File: src/rtl/dmem_pkg.sv
// Shared types and constants for the data memory.
// Holds the controller state encoding and default geometry.
package dmem_pkg;

    localparam int DMEM_ADDR_W  = 8;
    localparam int DMEM_DATA_W  = 8;
    localparam int DMEM_LATENCY = 5;
    localparam int CNT_W        = 4;

    typedef enum logic [1:0] {
        IDLE = 2'd0,
        BUSY = 2'd1,
        DONE = 2'd2
    } dmem_state_t;

endpackage

File: src/rtl/dmem_array.sv
// Synchronous byte storage with a registered read port.
// A clear wipes every byte and the read register in one edge.
module dmem_array
    import dmem_pkg::*;
#(
    parameter int ADDR_W = DMEM_ADDR_W,
    parameter int DATA_W = DMEM_DATA_W
) (
    input  logic              clk_i,
    input  logic              clr_i,
    input  logic              we_i,
    input  logic              re_i,
    input  logic [ADDR_W-1:0] addr_i,
    input  logic [DATA_W-1:0] wdata_i,
    output logic [DATA_W-1:0] rdata_o
);

    localparam int DEPTH = 2 ** ADDR_W;

    logic [DATA_W-1:0] mem_q [DEPTH];
    logic [DATA_W-1:0] rdata_q;

    // Storage: clear has priority over the write port.
    always_ff @(posedge clk_i) begin
        if (clr_i) begin
            for (int i = 0; i < DEPTH; i++) begin
                mem_q[i] <= '0;
            end
        end else if (we_i) begin
            mem_q[addr_i] <= wdata_i;
        end
    end

    // Read register: holds its value until the next enabled read.
    always_ff @(posedge clk_i) begin
        if (clr_i) begin
            rdata_q <= '0;
        end else if (re_i) begin
            rdata_q <= mem_q[addr_i];
        end
    end

    assign rdata_o = rdata_q;

endmodule

File: src/rtl/data_memory.sv
// Slow byte-addressed data memory with a busywait handshake.
// Requests are captured in IDLE and serviced after LATENCY edges.
module data_memory
    import dmem_pkg::*;
#(
    parameter int ADDR_W  = DMEM_ADDR_W,
    parameter int DATA_W  = DMEM_DATA_W,
    parameter int LATENCY = DMEM_LATENCY
) (
    input  logic              CLK,
    input  logic              RESET,
    input  logic              READ,
    input  logic              WRITE,
    input  logic [ADDR_W-1:0] ADDRESS,
    input  logic [DATA_W-1:0] WRITEDATA,
    output logic [DATA_W-1:0] READDATA,
    output logic              BUSYWAIT
);

    dmem_state_t       state_q;
    logic [CNT_W-1:0]  cnt_q;
    logic [ADDR_W-1:0] addr_q;
    logic [DATA_W-1:0] data_q;
    logic              wr_q;

    logic              fire_d;
    logic              we_d;
    logic              re_d;

    // Access happens on the edge that ends the last BUSY cycle.
    always_comb begin
        fire_d = (state_q == BUSY) && (cnt_q == '0);
        we_d   = fire_d && wr_q;
        re_d   = fire_d && !wr_q;
    end

    // Stall the CPU from the very cycle a request shows up.
    always_comb begin
        BUSYWAIT = ((state_q == IDLE) && (READ || WRITE))
                 || (state_q == BUSY);
    end

    // Controller: capture, count down, then one dead DONE cycle.
    always_ff @(posedge CLK) begin
        if (RESET) begin
            state_q <= IDLE;
            cnt_q   <= '0;
            addr_q  <= '0;
            data_q  <= '0;
            wr_q    <= 1'b0;
        end else begin
            unique case (state_q)
                IDLE: begin
                    if (READ || WRITE) begin
                        addr_q  <= ADDRESS;
                        data_q  <= WRITEDATA;
                        wr_q    <= WRITE;
                        cnt_q   <= CNT_W'(LATENCY - 1);
                        state_q <= BUSY;
                    end
                end
                BUSY: begin
                    if (cnt_q == '0) begin
                        state_q <= DONE;
                    end else begin
                        cnt_q <= cnt_q - 1'b1;
                    end
                end
                DONE: begin
                    state_q <= IDLE;
                end
                default: begin
                    state_q <= IDLE;
                end
            endcase
        end
    end

    dmem_array #(
        .ADDR_W (ADDR_W),
        .DATA_W (DATA_W)
    ) u_array (
        .clk_i   (CLK),
        .clr_i   (RESET),
        .we_i    (we_d),
        .re_i    (re_d),
        .addr_i  (addr_q),
        .wdata_i (data_q),
        .rdata_o (READDATA)
    );

endmodule
File: config.mk
export PLATFORM = sky130hd
export DESIGN_NAME = data_memory
export DESIGN_NICKNAME = d
export VERILOG_FILES = /design/src/rtl/dmem_pkg.sv /design/src/rtl/dmem_array.sv /design/src/rtl/data_memory.sv
export SDC_FILE = /design/constraint.sdc
export NUM_CORES = 2
export LEC_CHECK = 0
export BUFFER_PORTS_ARGS = -buffer_cell sky130_fd_sc_hd__buf_2
export CORE_UTILIZATION = 58
export DETAILED_ROUTE_END_ITERATION = 7
export MAX_ROUTING_LAYER = met4
export PLACE_DENSITY_LB_ADDON = 0.05
export SETUP_SLACK_MARGIN = 0.4
export SYNTH_ARGS = -nofsm -noshare
export SYNTH_HDL_FRONTEND = slang
export SYNTH_SLANG_ARGS = --single-unit
File: constraint.sdc
create_clock -name CLK -period 8.5 [get_ports CLK]
set_clock_uncertainty 0.2 [all_clocks]
set_input_delay 1.275 -clock CLK [delete_from_list [all_inputs] [get_ports CLK]]
set_output_delay 1.275 -clock CLK [all_outputs]
set_load 0.01 [all_outputs]
==> metrics.txt <==
HP Class reg2reg; Post-DRT Antenna Nets 0; post-CTS setup buffers 0; R2R Setup Slk ~3 ns; origin of the worst setup path addr_q[1]; Netlist cell types 64; Tightest Pin Transition 1.27 ns; FF-to-FF path depth 9; CP Max Fanout 45; worst skew pair latency around 0.84 ns; Top Ports 29; run status finished clean; Congestion Overflow GR 0; # resized after CTS 0; Yosys reg bits slightly above 2000; LEAKAGE 44.1 nW; CP Capture Point u_array.rdata_o[6]; pin count of the biggest net entering global routing 182; Placer Congestion roughly 0.9; EDFF count, synth around 2000; die height a little over 400 um; # nets final about 6100; pwr/cell area between 200 and 250 nW/um^2; Routed Wire Length ~270000 um; global-route wire length before repair around 400000 um; post-synth net total between 6000 and 7000; endpoint class of the critical path flop; drt initial violations between 8000 and 9000; DRC 0; H-tree depth 4; clk buf depth 3; Crit Path Category reg2reg; sequential element share of the synthesized area 0.638; Post-CTS Hold Fix Bufs 0; # fillers 11900; leading cell type in the layout, fill and taps excluded and3_1; Final TNS setup 0 ns; maximum operating frequency ~180 MHz; all-layer global routing usage 0.333; maxcap violations 0; top_reg_cell synth edfxtp_1; clock slew at reported path FFs ~0.060 ns; Tot Pwr roughly 0.023 W; # setup viols final 0; RR Endpoint u_array.rdata_o[6]; Worst Setup Start Kind flop; CTS Buf Count approximately 210; Final Hold Fails 0; Synth Warn # 0; DR vias between 50000 and 60000; Synth Cell Area a little under 100000 sq um; commonest cells after routing, fill and taps aside and3_1 (2051), edfxtp_1 (2048), mux4_2 (500); initial antenna violation count 11; fin. max-slew vios 0; DIE WIDTH 412 um; Mean Syn Cell Area around 15 sq um; Worst Path Arrival 5.89 ns; CTS tree built; num rows between 100 and 150; DR pass1 iterations 6; Peak VDD IR ~230 uV; Post-Layout Cell Count roughly 8400; share of cells above drive strength 1 0.162; Root Buffer clkbuf_16; DR WL/cell about 33 um; RSZ-0062 raised after global routing false; Mapped Cells between 6000 and 7000; vias in the first global route 56000; Starting Density 0.587; slew margin rel. 0.153; Via density 7.00; DP Cell Count between 8000 and 9000; number of buffers added on ports 28; Core Region between 150000 and 200000 sq um; Final period util 0.638; FFs w/ async S/R, synth 0; CP Data Required Time approximately 9.0 ns; synthesis-to-layout area growth 7.14%; die footprint around 170000 sq um; Final HPWL DP ~160000 um; clock sinks 2079; Tmin final between 5 and 6 ns; R2R Path Start addr_q[1]
-- cell families after synthesis --
group | share of synthesized area
and+or+nand+nor | 0.148
DFF | 0.638
buffers and inverters | 0.0420
muxes | 0.131
AOI/OAI and AO/OA | 0.0398
xor gates and xnor gates | 0.000180
adders and majority gates | 0.000129
-- critical path, stage by stage, from the launching register on --
cell	delay (ns)
dfxtp_4	1.01
buf_4	0.74
buf_4	0.37
mux4_2	0.52
mux2i_1	0.25
o22ai_1	0.12
o21ai_0	0.99
o2111ai_1	0.56
nor2_1	0.27
a211oi_1	0.09
-- per-layer routing --
layer / vias up / share of wire / track usage / routed length [um]
met5: - / 0 / - / 0
met4: 0 / 0.022 / 0.0795 / 5960
li1: 24800 / - / - / -
met2: 3228 / 0.46 / 0.487 / 127000
met1: 30600 / 0.41 / 0.487 / 113000
met3: 348 / 0.10 / 0.0611 / 28400
-- synthesized netlist by cell type, types with 2 or more instances --
cell	number	area [sq um]
a211oi_1	25	188
a22oi_1	52	390
inv_1	6	22.5
a32oi_1	23	201
o2111ai_1	10	87.6
nand3_1	33	165
a21oi_1	48	240
o211ai_1	7	52.6
a311oi_1	2	17.5
clkbuf_1	705	2650
nor2_1	60	225
a2111oi_0	5	43.8
nand4_1	6	37.5
nand2b_1	12	75.1
buf_6	19	214
o22ai_1	41	257
nor2_4	4	45.0
xnor2_1	2	17.5
buf_2	111	556
buf_1	13	48.8
mux2i_1	139	1390
nor2b_1	15	93.8
mux2_2	8	90.1
clkbuf_2	32	160
or2_2	2	12.5
or3_1	5	31.3
a221oi_1	7	61.3
a31oi_1	14	87.6
a21o_1	256	1920
nor3_2	3	30.0
and3_1	2051	12800
buf_4	58	435
o311a_1	3	30.0
mux4_2	500	11300
nor3_1	18	90.1
dfxtp_1	31	621
nor3_4	3	48.8
nor4_1	4	25.0
nor2_2	8	50.1
nand2_1	160	601
o21ai_0	40	200
edfxtp_1	2048	61500
a22o_1	2	17.5
-- sequential cells by signal, summed over array words and instances (netlist names) --
name / flops
data_q: 8
addr_q: 8
state_q: 2
wr_q: 1
u_array.rdata_o: 8
u_array.mem_q: 2048
cnt_q: 4
-- report_power, final --
part / switching, W / internal (W)
Sequential: 0.000262 / 0.0116
Clock: 0.00396 / 0.00512
Combinational: 0.00174 / 0.000820
-- cell type report --
cell class / count / area (sq um) / share of cell area
flip-flops and latches: 2079 / 62200 / 0.596
multi-input cells: 3588 / 31300 / 0.300
clock buffers: 269 / 5650 / 0.0542
well taps: 2189 / 2740 / 0.0263
repair buffers: 159 / 1390 / 0.0134
clock inverters: 124 / 958 / 0.00919
inverters: 7 / 28.8 / 0.000276
diodes: 7 / 17.5 / 0.000168
-- worst min-delay path by stage --
stage,depth (start not counted),start,to
2_1_floorplan,2,cnt_q[2],cnt_q[2]
3_3_place_gp,2,cnt_q[2],cnt_q[2]
3_5_place_dp,2,cnt_q[2],cnt_q[2]
4_1_cts,2,cnt_q[2],cnt_q[2]
5_1_grt,2,cnt_q[2],cnt_q[2]
6_report,2,cnt_q[2],cnt_q[2]
-- metrics by stage --
stage	utilization	setup slack [ns]	cell area, sq um	hold slack, ns
after CTS	0.629	3.19	104000	0.324
after global routing	0.629	2.98	104000	0.356
final	0.629	3.08	104000	0.327
after floorplan	-	4.95	97300	0.276
after detailed placement	0.589	3.21	97600	0.317
after global placement	0.589	3.29	97600	0.310
(Power assumes the default switching activity.)
